$ cat config.mk
export PLATFORM = sky130hd
export DESIGN_NAME = approx_error_monitor
export DESIGN_NICKNAME = d
export VERILOG_FILES = /design/src/rtl/approx_error_monitor.sv
export SDC_FILE = /design/constraint.sdc
export NUM_CORES = 1
export LEC_CHECK = 0
export CORE_ASPECT_RATIO = 1.75
export CORE_MARGIN = 2
export CORE_UTILIZATION = 40
export DETAILED_ROUTE_END_ITERATION = 10
export PLACE_DENSITY_LB_ADDON = 0.1
export SYNTH_ARGS = -nofsm -noshare
export SYNTH_HDL_FRONTEND = slang
export SYNTH_SLANG_ARGS = --single-unit
$ cat constraint.sdc
create_clock -name clk -period 5.95 [get_ports clk]
set_input_delay 0.8925 -clock clk [delete_from_list [all_inputs] [get_ports clk]]
set_output_delay 0.8925 -clock clk [all_outputs]
set_load 0.03 [all_outputs]
$ cat src/rtl/approx_error_monitor.sv
// Error-statistics monitor for the 4x4 approximate multiplier: windowed ED sum/max/count.
// Optional squared-error accumulator enabled by defining APPROX_MON_SQERR_EN.
module approx_error_monitor #(
   parameter int WINDOW = 256,
   parameter int ACC_W  = 16,
   parameter int CNT_W  = $clog2(WINDOW + 1),
   parameter int SQ_W   = 24
) (
   input  logic             clk,
   input  logic             rst_n,
   input  logic             start,
   input  logic             in_valid,
   output logic             in_ready,
   input  logic [3:0]       in_a,
   input  logic [3:0]       in_b,
   input  logic [7:0]       in_result,
   output logic             out_valid,
   input  logic             out_ready,
   output logic [ACC_W-1:0] ed_sum,
   output logic [7:0]       ed_max,
   output logic [CNT_W-1:0] err_cnt,
   output logic             busy
`ifdef APPROX_MON_SQERR_EN
   ,
   output logic [SQ_W-1:0]  sq_sum
`endif
);

   localparam logic [1:0] IDLE   = 2'd0;
   localparam logic [1:0] ACCUM  = 2'd1;
   localparam logic [1:0] DRAIN  = 2'd2;
   localparam logic [1:0] REPORT = 2'd3;

   logic [1:0]   state;
   logic [15:0]  cnt;
   logic         v1, v2;
   logic [7:0]   ex1, r1, ed2;
   logic         accept, last;
   logic [7:0]   ed_c;
   logic [ACC_W:0] sum_n;

   assign in_ready  = (state == ACCUM);
   assign out_valid = (state == REPORT);
   assign busy      = (state == ACCUM) || (state == DRAIN);
   assign accept    = in_valid & in_ready;
   assign last      = (cnt == 16'(WINDOW - 1));

   assign ed_c  = (ex1 >= r1) ? (ex1 - r1) : (r1 - ex1);
   assign sum_n = {1'b0, ed_sum} + (ACC_W + 1)'(ed2);

`ifdef APPROX_MON_SQERR_EN
   logic [15:0]   sq_e;
   logic [SQ_W:0] sq_n;
   assign sq_e = {8'd0, ed2} * {8'd0, ed2};
   assign sq_n = {1'b0, sq_sum} + (SQ_W + 1)'(sq_e);
`endif

   always_ff @(posedge clk) begin
      if (!rst_n) begin
         state   <= IDLE;
         cnt     <= '0;
         v1      <= 1'b0;
         v2      <= 1'b0;
         ex1     <= '0;
         r1      <= '0;
         ed2     <= '0;
         ed_sum  <= '0;
         ed_max  <= '0;
         err_cnt <= '0;
`ifdef APPROX_MON_SQERR_EN
         sq_sum  <= '0;
`endif
      end else begin
         v1 <= accept;
         if (accept) begin
            ex1 <= {4'd0, in_a} * {4'd0, in_b};
            r1  <= in_result;
         end
         v2 <= v1;
         if (v1) ed2 <= ed_c;

         // The pipeline is always empty in IDLE, so the clear on start never races an update.
         if (v2) begin
            ed_sum  <= sum_n[ACC_W] ? '1 : sum_n[ACC_W-1:0];
            if (ed2 > ed_max) ed_max <= ed2;
            err_cnt <= err_cnt + CNT_W'(ed2 != 8'd0);
`ifdef APPROX_MON_SQERR_EN
            sq_sum  <= sq_n[SQ_W] ? '1 : sq_n[SQ_W-1:0];
`endif
         end

         unique case (state)
            IDLE: begin
               if (start) begin
                  state   <= ACCUM;
                  cnt     <= '0;
                  ed_sum  <= '0;
                  ed_max  <= '0;
                  err_cnt <= '0;
`ifdef APPROX_MON_SQERR_EN
                  sq_sum  <= '0;
`endif
               end
            end
            ACCUM: begin
               if (accept) begin
                  if (last) state <= DRAIN;
                  else      cnt   <= cnt + 16'd1;
               end
            end
            DRAIN: begin
               if (!v1 && !v2) state <= REPORT;
            end
            REPORT: begin
               if (out_ready) state <= IDLE;
            end
            default: state <= IDLE;
         endcase
      end
   end

endmodule
==> results_dict.tcl <==
set metrics [dict create \
    yosysUniqueCellTypes 42 \
    fin_skew_ps 5.03 \
    synthCells 575 \
    netlist_area_sq_mm 0.00475 \
    setup_viol 0 \
    nets 700 \
    vias 4078 \
    rr_startpoint "state[1]$_SDFFE_PN0P_" \
    rsz0062_at_grt "false" \
    ir_drop_mv 0.148 \
    postRouteAntennaNets 0 \
    row_count 52 \
    drt-initial-drc-count 120 \
    dieWidth_um 86.4 \
    powerDensity_mw_per_mm2 310 \
    cts_tree "done" \
    hold_violations 0 \
    critPathKind "in -> reg" \
    clock_sinks 77 \
    antennaDiodeCount 0 \
    core_region_area_sq_mm 0.0116 \
    grt_pass1_wl_mm 18.2 \
    path_max_fanout 4 \
    detail_route.wl_per_cell_um 14.1 \
    synth_area_leaders "dfxtp_1 32%, ha_1 13%, nand2_1 5.8%, a21oi_1 5.3%, mux2i_1 4.2%" \
    grt_pass1_vias 4113 \
    boundaryPins 57 \
    cp.arrival_ps 4060 \
    dpl-instance-area_sq_mm 0.00541 \
    synth_seq_cells 77 \
    rr_worst_depth 8 \
    slew_headroom_pct 22.9 \
    min_from "r1[7]$_SDFFE_PN0P_" \
    clock.fmax_ghz 0.260 \
    ctsResizeCount 0 \
    yosys_warnings 0 \
    worst_hold_path_type "reg -> reg" \
    drt_pass1_iterations 5 \
    hold_buffers 0 \
    synth_edf_count 0 \
    finalMaxSlewViolations 0 \
    clkSlewWorstSetupHoldPaths_ps 60 \
    drc 0 \
    finalInstanceArea_sq_mm 0.00568 \
    drive_gt1_share_pct 3.35 \
    postCtsSetupRepairBufs 0 \
    cts_buffers 9 \
    setup_ws_ps 2110 \
    async_flop_share_pct 0 \
    grt_use_total_pct 17.4 \
    dp_hpwl_mm 8.33 \
    maxCapViolations 0 \
    port_buffers 56 \
    drt_wl_total_mm 10.8 \
    critical_path.endpoint_type "flop" \
    cp-start-kind "input port" \
    overflow 0 \
    num-fill-cells 1148 \
    antenna_found_initial 0 \
    worstMarginPinSlew_ps 1160 \
    routabilityCongestion 0.810 \
    synth_top_cell_by_area "dfxtp_1" \
    postSynthAreaPerCell_sq_um 8.26 \
    tns_ps 0 \
    cts_buffer_depth 2 \
    multi_input_area_sq_mm 0.00297 \
    r2r-end "cnt[15]$_SDFFE_PN0P_" \
    r2r_slack_ps 3450 \
    dpl_worst_slack_ps 1790 \
    whs_path_depth 2 \
    whs_endpoint "r1[7]$_SDFFE_PN0P_" \
    seqCellArea_sq_mm 0.00154 \
    clk_latency_ps 330 \
    p_leak_nw 2.31 \
    cts.htree.levels 3 \
    synth_flop_cell "dfxtp_1" \
    dieArea_sq_mm 0.0128 \
    cts_root_buffer "clkbuf_16" \
    synth-seq-area-share_pct 32.4 \
    area_delta_synth_final_pct 19.5 \
    fp.dieH_um 148 \
    status "completed" \
    period_minus_slack_ps 3840 \
    syn_nets 653 \
    via_per_inst 5.35 \
    initial_core_util_pct 41.0 \
    post-route-period-util_pct 64.5 \
    crit_required_ps 6170 \
    synth_top_cell_area_share_pct 32.4 \
    grt_max_degree 28 \
]
power breakdown:
part	internal, mW	switching [mW]
combinational	0.278	0.394
clock	0.282	0.219
sequential	0.551	0.0400
total	1.11	0.653
metrics by stage:
step / cells / hold slack, ps / total power, mW / utilization (%)
after floorplan: 575 / 436 / 1.12 / -
after global placement: 746 / 449 / 1.27 / 46.7
after detailed placement: 746 / 454 / 1.28 / 46.7
after CTS: 762 / 462 / 1.79 / 49.0
after global routing: 762 / 483 / 1.89 / 49.0
final: 762 / 460 / 1.76 / 49.0
cells in the final DEF (no fill, tap or decap), types with 20 or more instances in the layout:
cell and count:
dfxtp_1 77, nand2_1 74, inv_1 41, nor2_1 40, ha_1 50, mux2i_1 20, o21ai_0 28, a21oi_1 49
clkdlybuf4s50_1 56
synthesized netlist by cell type, types with 3 or more instances:
cell type   n
dfxtp_1    77
clkbuf_1   21
nand3_1    14
xor2_1     19
inv_1      41
nand2b_1    5
nand2_1    74
nor3_1      8
nand4_1    19
mux2i_1    20
nor2_1     40
nand3b_1    6
o21a_1      3
o21ai_0    28
a21o_1     14
nor2b_1     3
a21oi_1    50
fa_1        7
and2_1     13
ha_1       50
a211oi_1    6
xnor2_1    12
a31oi_1    11
nor4_1      5
and3_1      6
critical path, cell delays in order:
cell and delay (ps):
clkdlybuf4s50_1 530, nand2_1 100, fa_1 540, inv_1 50, fa_1 500, ha_1 310, a21o_1 170, a21oi_1 230
nor2b_1 70, o21ai_0 260, nor4_1 80, a311o_1 330
cells by family after synthesis:
group,share of synthesized area [%]
buffers and inverters,5.24
xor gates and xnor gates,5.71
AOI/OAI and AO/OA,16.0
muxes,4.21
adders and majority gates,16.1
DFF,32.4
and+or+nand+nor,20.3
state kept, by name, indices dropped and copies added, names as in the netlist:
name,flops
cnt,16
ed2,8
ed_max,8
ed_sum,16
err_cnt,9
ex1,8
r1,8
state,2
v1,1
v2,1
worst max-delay path by stage:
| stage | from | end | slack [ps] | cells past startpoint |
|---|---|---|---|---|
| finish | in_b[3] | ex1[7]$_SDFFE_PN0P_ | 2110 | 12 |
| global route | in_b[3] | ex1[7]$_SDFFE_PN0P_ | 1940 | 12 |
| CTS | in_b[3] | ex1[7]$_SDFFE_PN0P_ | 2140 | 12 |
| detailed placement | in_b[3] | ex1[7]$_SDFFE_PN0P_ | 1790 | 12 |
| global placement | in_b[3] | ex1[7]$_SDFFE_PN0P_ | 1890 | 12 |
| floorplan | in_a[0] | ex1[7]$_SDFFE_PN0P_ | 2550 | 11 |
layer usage:
metal	wire, um	vias up	share of wire, %	track usage [%]
met5	0	-	0	0
met4	190	0	1.8	5.39
met3	284	13	2.6	3.16
met2	6100	52	57	34.7
met1	4190	1926	39	17.5
li1	-	2087	-	-
cell type report:
type	count	area share, %
Multi-Input combinational cell	434	52.2
Inverter	41	2.71
Clock buffer	10	4.03
Tap cell	135	2.97
Clock inverter	6	0.683
Timing Repair Buffer	59	10.3
Sequential cell	77	27.1
Note: power is estimated with default switching activity, not from simulation.
